`src/rtl/borrow_skip_subtractor_seq.sv`:
```
// -----------------------------------------------------------------------------
// borrow_skip_subtractor_seq
//
// Multi-cycle subtractor computing diff = a - b - bin (mod 2^WIDTH).
// The operands are consumed one 4-bit block per clock, least significant
// block first. Each block has a borrow-skip path: when every bit pair in the
// block is equal, the block's borrow-in is forwarded directly to its
// borrow-out instead of rippling through the four bit cells.
//
// Configuration macro: BORROW_SKIP_SUB_SKIP_STATS_EN
//   defined   : skip_cnt counts the blocks that took the skip path
//   undefined : skip_cnt is tied to 0 and no counter is built
//
// Ports
//   clk        rising-edge clock
//   rst        asynchronous reset, active high
//   in_valid   operand request
//   in_ready   high while IDLE (also high during reset)
//   a, b, bin  minuend, subtrahend, borrow-in (captured on accept)
//   out_valid  result available (state DONE)
//   out_ready  consumer accepts the result
//   diff       a - b - bin
//   bout       final borrow: 1 iff a < b + bin (unsigned)
//   ovf        signed overflow
//   skip_cnt   number of skipped blocks for this operation
//
// Handshakes: a transfer happens on a rising edge where valid && ready are
// both high. The source may change or drop its data on the cycle after the
// transfer; valid never depends on ready on either side of this block.
// -----------------------------------------------------------------------------
module borrow_skip_subtractor_seq #(
  parameter int WIDTH = 16
) (
  input  logic                              clk,
  input  logic                              rst,
  input  logic                              in_valid,
  output logic                              in_ready,
  input  logic [WIDTH-1:0]                  a,
  input  logic [WIDTH-1:0]                  b,
  input  logic                              bin,
  output logic                              out_valid,
  input  logic                              out_ready,
  output logic [WIDTH-1:0]                  diff,
  output logic                              bout,
  output logic                              ovf,
  output logic [$clog2(WIDTH/4+1)-1:0]      skip_cnt
);

  localparam int NBLK = WIDTH / 4;
  localparam int IDXW = (NBLK > 1) ? $clog2(NBLK) : 1;
  localparam int CNTW = $clog2(NBLK + 1);
  localparam int MSB  = WIDTH - 1;

  typedef enum logic [1:0] {
    IDLE = 2'd0,
    BUSY = 2'd1,
    DONE = 2'd2
  } state_t;

  state_t            state_q, state_d;
  logic [WIDTH-1:0]  a_q, a_d;
  logic [WIDTH-1:0]  b_q, b_d;
  logic [IDXW-1:0]   blk_idx_q, blk_idx_d;
  // Borrow entering the current block. Loaded with bin on accept so block 0
  // needs no special case.
  logic              br_q, br_d;
  logic [WIDTH-1:0]  diff_q, diff_d;
  logic              bout_q, bout_d;
  logic              ovf_q, ovf_d;

  // Current block datapath
  logic [3:0]        a_blk, b_blk, d_blk;
  logic [4:0]        br_chain;
  logic              prop;
  logic              blk_bout;
  logic              last_blk;

  always_comb begin
    a_blk = a_q[{blk_idx_q, 2'b00} +: 4];
    b_blk = b_q[{blk_idx_q, 2'b00} +: 4];

    br_chain    = '0;
    br_chain[0] = br_q;
    d_blk       = '0;
    for (int i = 0; i < 4; i++) begin
      d_blk[i]      = a_blk[i] ^ b_blk[i] ^ br_chain[i];
      br_chain[i+1] = (~a_blk[i] & b_blk[i]) | (~(a_blk[i] ^ b_blk[i]) & br_chain[i]);
    end

    // Equal blocks cannot generate or kill a borrow, so the incoming
    // borrow is forwarded past the ripple chain.
    prop     = (a_blk == b_blk);
    blk_bout = prop ? br_q : br_chain[4];
    last_blk = (blk_idx_q == IDXW'(NBLK - 1));
  end

  always_comb begin
    state_d   = state_q;
    a_d       = a_q;
    b_d       = b_q;
    blk_idx_d = blk_idx_q;
    br_d      = br_q;
    diff_d    = diff_q;
    bout_d    = bout_q;
    ovf_d     = ovf_q;

    case (state_q)
      IDLE: begin
        if (in_valid) begin
          a_d       = a;
          b_d       = b;
          br_d      = bin;
          blk_idx_d = '0;
          state_d   = BUSY;
        end
      end

      BUSY: begin
        diff_d[{blk_idx_q, 2'b00} +: 4] = d_blk;
        br_d      = blk_bout;
        blk_idx_d = blk_idx_q + 1'b1;
        if (last_blk) begin
          state_d = DONE;
          bout_d  = blk_bout;
          // d_blk[3] is the MSB of the final diff on the last block.
          ovf_d   = (a_q[MSB] != b_q[MSB]) && (d_blk[3] != a_q[MSB]);
        end
      end

      DONE: begin
        if (out_ready) begin
          state_d = IDLE;
        end
      end

      default: begin
        state_d = IDLE;
      end
    endcase
  end

  always_ff @(posedge clk or posedge rst) begin
    if (rst) begin
      state_q   <= IDLE;
      a_q       <= '0;
      b_q       <= '0;
      blk_idx_q <= '0;
      br_q      <= 1'b0;
      diff_q    <= '0;
      bout_q    <= 1'b0;
      ovf_q     <= 1'b0;
    end else begin
      state_q   <= state_d;
      a_q       <= a_d;
      b_q       <= b_d;
      blk_idx_q <= blk_idx_d;
      br_q      <= br_d;
      diff_q    <= diff_d;
      bout_q    <= bout_d;
      ovf_q     <= ovf_d;
    end
  end

`ifdef BORROW_SKIP_SUB_SKIP_STATS_EN
  logic [CNTW-1:0] skip_cnt_q, skip_cnt_d;

  always_comb begin
    skip_cnt_d = skip_cnt_q;
    if (state_q == IDLE && in_valid) begin
      skip_cnt_d = '0;
    end else if (state_q == BUSY && prop) begin
      skip_cnt_d = skip_cnt_q + 1'b1;
    end
  end

  always_ff @(posedge clk or posedge rst) begin
    if (rst) begin
      skip_cnt_q <= '0;
    end else begin
      skip_cnt_q <= skip_cnt_d;
    end
  end

  assign skip_cnt = skip_cnt_q;
`else
  assign skip_cnt = {CNTW{1'b0}};
`endif

  assign in_ready  = (state_q == IDLE);
  assign out_valid = (state_q == DONE);
  assign diff      = diff_q;
  assign bout      = bout_q;
  assign ovf       = ovf_q;

endmodule
```
`config.mk`:
```
export PLATFORM = sky130hd
export DESIGN_NAME = borrow_skip_subtractor_seq
export DESIGN_NICKNAME = d
export VERILOG_FILES = /design/src/rtl/borrow_skip_subtractor_seq.sv
export SDC_FILE = /design/constraint.sdc
export NUM_CORES = 1
export LEC_CHECK = 0
export CORE_MARGIN = 2
export CORE_UTILIZATION = 36
export DETAILED_ROUTE_END_ITERATION = 12
export PLACE_DENSITY_LB_ADDON = 0.3
export REMOVE_ABC_BUFFERS = 1
export SYNTH_ARGS = -nofsm -noshare
export SYNTH_HDL_FRONTEND = slang
export SYNTH_SLANG_ARGS = --single-unit
```
`constraint.sdc`:
```
create_clock -name clk -period 9.7 [get_ports clk]
set_input_delay 1.94 -clock clk [delete_from_list [all_inputs] [get_ports clk]]
set_output_delay 1.94 -clock clk [all_outputs]
set_load 0.01 [all_outputs]
```
==> impl_results.md, run 1 <==
- Run status: complete, no violations
- Max Transition Viols Final: 0
- Num CTS Buffers: 5
- Area leader, netlist: dfrtp_1
- Area contributors post-synth: dfrtp_1 (51%), mux2_2 (13%), mux4_2 (5.8%), ha_1 (4.6%), fa_1 (3.0%)
- Post-synth top area share: 0.5104
- CTS Root Cell: clkbuf_8
- I/O pins: 60
- Post-synth ARST share: 1.000
- Vias: 1704
- Tmin final: 3.647 ns
- Synth Cell Area: 2696 um2
- CTS tree: yes
- Nets: 306
- Netlist cell types: 36
- Fill cell instance count of the final layout: 686
- Max transition margin: 0.5352
- Clock Pin Slew Worst Setup and Hold Paths: 0.10 ns
- Post-synthesis sequential area ratio: 0.5104
- Part of the power in combinational logic: 0.535
- Largest net degree at the start of global routing: 56
- Leak: 1.467 nW
- Finished Core Util: 0.4752
- Final worst-path cycle share: 0.3759
- # setup viols final: 0
- Post-CTS setup buffer count: 0
- Num Clock Sinks: 55
- Fin. Hold Viols: 0
- Final Skew: 0.007094 ns
- Int Power: 0.0007332 W
- Crit path launch type: register
- PwrDens: 349.7 nW/um2
- Detail Route Antenna Nets: 0
- Number of synthesized flops with an enable pin: 0
- Worst endpoint required time: 7.76 ns
- IO Port Bufs: 56
- Synth Instances: 198
- Hpwl dp: 3.660 mm
- Initial antenna violation count: 0
- Residual DRC count: 0
- Vias per cell: 4.800
- Worst hold margin: 0.4800 ns
- Total grt overflow: 0
- Predominant post-synthesis flop cell: dfrtp_1
- Sequential fraction of design power: 0.335
- Max Cap Viol: 0
- H-tree depth: 2
- P&R area growth vs syn: 27.84%
- RSZ-0062 raised after global routing: false
- PostCTS Resize Cnt: 0
- Fmax: 274.2 MHz
- Synth warnings: 0
- Worst skew pair latency: 0.31 ns
- Seq cells post-synth: 55
- First-pass GRT wire length: 8.383 mm
- Row count: 31
- VDD IR max: 0.0001525 V
- Slew @ Worst Pin: 0.6973 ns
- Clk buf depth: 2
- Switching Share: 0.3917
- Die Width: 90.55 um
- Syn Area/Cell: 13.62 um2
- Placer Congestion: 0.6881
- Core ar.: 7253 um2
- Hold Buf Count CTS: 0
- Aggregate negative setup slack: 0 ns
- Crit Path Class: reg2out
- ANT cells: 0
- Initial Utilization: 0.3717
- HP Class: reg2reg
- Clock power frac: 0.129
- Psw: 0.0004722 W
- DR WL/cell: 14.27 um
- Final WL: 5.067 mm
- Arrival @ worst endpoint: 1.71 ns
- Die Ht: 90.55 um
- Worst-path fanout max: 10
- Layout cells sized above 1: 0.2188
- Initial drt markers: 55
- DRT Pass-1 Iters: 4
- Endpoint class of the critical path: output pin
- GRT Overall Usage: 0.1282
- Vias in the first global route: 1725
- Die Area: 8198 um2
registers in the layout (all words and copies together) (netlist names):
name and cells:
a_q 16, diff 16, br_q 1, blk_idx_q 2
bout 1, state_q 2, b_q 16, ovf 1
area by class of cell:
type                       instances  area (um2)  area share
multi-input combinational        122        1202      0.3488
tap                               99       123.9     0.03593
sequential                        55        1376      0.3993
timing repair buffer              59       583.1      0.1691
inverter                          12       45.04     0.01307
clock buffer                       5       68.82     0.01996
clock inverter                     3       47.55     0.01379
per-layer routing:
layer | global-route usage | wire length, um
met1 | 0.1726 | 2321
met2 | 0.2065 | 2449
met3 | 0.03005 | 245
met4 | 0.03846 | 50
met5 | 0 | 0
critical path: stages, from the launching register on:
cell	delay [ns]
dfrtp_1	0.53
or2b_1	0.29
inv_1	0.05
clkdlybuf4s50_1	0.52
path summary, 6_finish.rpt:
kind | startpoint | end | slack (ns) | depth (start not counted)
max in group asynchronous | rst | diff[3] | 7.10 | 3
setup / recovery | state_q[0] | out_valid | 6.05 | 3
setup reg to reg | blk_idx_q[1] | ovf | 6.39 | 11
min in group asynchronous | rst | diff[5] | 2.12 | 3
hold reg to reg | diff[9] | diff[9] | 0.48 | 2
hold / removal | diff[9] | diff[9] | 0.48 | 2
Yosys cell counts, drive strengths merged (2+ instances only):
library cell and instances:
a22o 2, buf 10, dfrtp 55, fa 4, ha 10, inv 12, mux2 32, mux2i 2
mux4 8, nand2 19, nand2b 4, nand3b 5, nor3b 2, o21ai 6, o31ai 7, o41ai 6
per-stage QoR:
step                instance area [um2]  instances  power [W]  setup WS, ns
global placement                   3331        347   0.001050         6.138
finish                             3447        355   0.001205         6.053
detailed placement                 3331        347   0.001068         6.152
CTS                                3447        355   0.001227         6.027
floorplan                          2618        189  0.0008474         5.741
global route                       3447        355   0.001311         5.968
power by group through the flow:
| stage | clock (W) | sequential (W) | combinational (W) |
|---|---|---|---|
| after detailed placement | 0 | 0.000413 | 0.000655 |
| after CTS | 0.000161 | 0.000407 | 0.000658 |
| after global routing | 0.000171 | 0.000421 | 0.000719 |
| after floorplan | 0 | 0.000407 | 0.000441 |
| after global placement | 0 | 0.000408 | 0.000642 |
| final | 0.000156 | 0.000404 | 0.000645 |
cells by family after synthesis:
logic type               after synthesis  share of synthesized area
AND/OR/NAND/NOR                       39                    0.08632
adder cells (fa/ha/maj)               14                    0.07610
other                                  1                   0.001391
multiplexers                          42                     0.2093
AO/OA/AOI/OAI                         24                    0.06775
buffers and inverters                 23                    0.04872
flip-flops                            55                     0.5104
layout by cell type (no fill, tap or decap), types with 3 or more instances in the layout:
cell type / netlist / final
clkdlybuf4s50_1: 0 / 56
inv_1: 12 / 11
clkbuf_8: 0 / 5
buf_4: 6 / 3
mux4_2: 7 / 7
mux2_2: 32 / 32
o31ai_1: 7 / 7
ha_1: 10 / 10
nand2_1: 19 / 19
nand3b_1: 4 / 4
conb_1: 1 / 3
dfrtp_1: 55 / 55
o41ai_1: 6 / 6
fa_1: 4 / 4
o21ai_0: 4 / 4
nand2b_1: 4 / 4
No activity file was read; power rests on OpenSTA's default activity.
==> run 2: changes to the inputs <==
- clock period: 9.7 -> 3.61 ns (I/O delays scaled with it)
==> run 2 against run 1 <==
Against the previous run: sequential cell count unchanged; cell area fell by 0.18%; sequential power increased to 2.7 times the previous value; sequential share of layout area rose by 0.073 points; final cell count rose by 0.56%; combinational power grew to 2.8 times the previous value; global-route usage grew 0.69 points; clock skew is 0.0022 ns lower; routed wire length rose by 5.7%; power grew to 2.7 times the previous value; clock power grew 130%.
==> impl_results.md, run 2 (synthesis gave the netlist of run 1 again) <==
- Crit Reg-Reg Endpoint: ovf
- P&R area growth vs syn: 27.61%
- VDD IR max: 0.0004908 V (+220%)
- Initial antenna violation count: 0 (unchanged)
- Most frequent cells in the layout: clkdlybuf4s50_1 (56), dfrtp_1 (55), mux2_2 (32), nand2_1 (19), inv_1 (11)
- Crit Path Class: reg2reg
- Die Ht: 90.55 um (unchanged)
- First-pass GRT wire length: 8.921 mm (+6.4%)
- Post-CTS setup buffer count: 0 (unchanged)
- Total grt overflow: 0 (unchanged)
- Crit path launch type: register
- Max Transition Viols Final: 0 (unchanged)
- IO Port Bufs: 56 (unchanged)
- CTS tree: yes
- Multi-input logic area: 1202 um2 (unchanged)
- Worst endpoint required time: 3.84 ns (-3.92 ns)
- Detail Route Antenna Nets: 0 (unchanged)
- Arrival @ worst endpoint: 3.44 ns (+1.73 ns)
- Num Clock Sinks: 55 (unchanged)
- Largest net degree at the start of global routing: 38 (-32%)
- Tmin final: 3.205 ns
- Placer Congestion: 0.7724 (+12%)
- DRT Pass-1 Iters: 4 (unchanged)
- Aggregate negative setup slack: 0 ns (unchanged)
- I/O pins: 60 (unchanged)
- Power Total: 0.003223 W (+170%)
- RSZ-0062 raised after global routing: false
- H-tree depth: 2 (unchanged)
- Initial drt markers: 36 (-35%)
- Flip-flop and latch area: 1376 um2 (unchanged)
- DR WL/cell: 15.01 um (+5.1%)
- Placed cell areas: 3346 um2 (+0.45%)
- Hold Buf Count CTS: 0 (unchanged)
- CTS Root Cell: clkbuf_8
- Run status: complete, no violations
- R2r setup slk: 0.40 ns (-5.99 ns)
- PostCTS Resize Cnt: 0 (unchanged)
- Worst skew pair latency: 0.31 ns (about the same)
- Fin. Hold Viols: 0 (unchanged)
- Final Skew: 0.004881 ns (-0.002213 ns)
- Die Width: 90.55 um (unchanged)
- PwrDens: 936.7 nW/um2 (+170%)
- Leak: 1.467 nW (about the same)
- Fill cell instance count of the final layout: 675 (-1.6%)
- Reg-to-Reg Start: blk_idx_q[0]
- GRT Overall Usage: 0.1351 (+0.006942)
- Die Area: 8198 um2 (unchanged)
- Clock Pin Slew Worst Setup and Hold Paths: 0.10 ns (about the same)
- Commonest non-fill, non-tap cell in the layout: clkdlybuf4s50_1
- Fin area: 3441 um2 (-0.18%)
- Vias: 1759 (+3.2%)
- Max Cap Viol: 0 (unchanged)
- Worst-path fanout max: 16 (+6)
- Num CTS Buffers: 5 (unchanged)
- Vias in the first global route: 1806 (+4.7%)
- Vias per cell: 4.927 (+2.6%)
- Fmax: 312.0 MHz
- Final worst-path cycle share: 0.8879
- Nets: 308 (+0.65%)
- Initial Utilization: 0.3717 (unchanged)
- HP Class: reg2reg
- Layout cells sized above 1: 0.2209 (+0.002180)
- Final WL: 5.357 mm (+5.7%)
- # setup viols final: 0 (unchanged)
- Row count: 31 (unchanged)
- Critical path startpoint: blk_idx_q[0]
- ANT cells: 0 (unchanged)
- Reg2Reg Depth: 11 (unchanged)
- Clk buf depth: 2 (unchanged)
- Core ar.: 7253 um2 (unchanged)
- Finished Core Util: 0.4744 (-0.0008630)
- Residual DRC count: 0 (unchanged)
- CP Capture Point: ovf
- Hpwl dp: 4.059 mm (+11%)
- Endpoint class of the critical path: register
- Hold Path Origin: diff[14]
run 2: changes by cell type in the layout (fill, tap and decap cells not counted):
cell       delta
clkbuf_8      +1
inv_6         -1
clkbuf_1      +1
bufinv_16     -1
buf_4         +2
run 2: metrics by stage:
step | instances | hold slack [ns] | setup WS [ns]
after floorplan | 189 | 0.4720 | 0.3082
after global placement | 349 | 0.4624 | 0.5327
after detailed placement | 349 | 0.4662 | 0.4094
after CTS | 357 | 0.4885 | 0.3838
after global routing | 357 | 0.5261 | 0.1997
final | 357 | 0.4833 | 0.4048
run 2: area by class of cell:
type                       count  area share
multi-input combinational    122      0.3495
tap                           99     0.03600
inverter                      12     0.01309
clock inverter                 1    0.002545
clock buffer                   7     0.02509
timing repair buffer          61      0.1738
sequential                    55      0.4000
run 2: worst min-delay path by stage:
| stage | endpoint | cells after the start |
|---|---|---|
| 2_1_floorplan | b_q[5] | 1 |
| 3_3_place_gp | diff[13] | 2 |
| 3_5_place_dp | diff[14] | 2 |
| 4_1_cts | diff[14] | 2 |
| 5_1_grt | diff[12] | 2 |
| 6_report | diff[14] | 2 |
run 2: worst max-delay path, cell delays in order, from the launching register on:
cell,delay (ns)
dfrtp_1,0.38
buf_4,0.27
mux4_2,0.56
fa_1,0.42
inv_1,0.09
fa_1,0.18
fa_1,0.17
inv_1,0.05
fa_1,0.62
nor2b_1,0.18
a21oi_1,0.08
o21ai_0,0.14
run 2: routing by layer:
metal  GRT usage  vias up  share of wire
met5           0        -              0
met4     0.02949        0          0.011
met3     0.03005        8          0.046
met2      0.2245       54           0.49
met1      0.1816      874           0.45
li1            -      823              -
run 2: where the power goes:
group          switching [W]  internal [W]
Sequential          0.000189      0.000893
Clock               0.000200      0.000158
Combinational       0.000896      0.000888
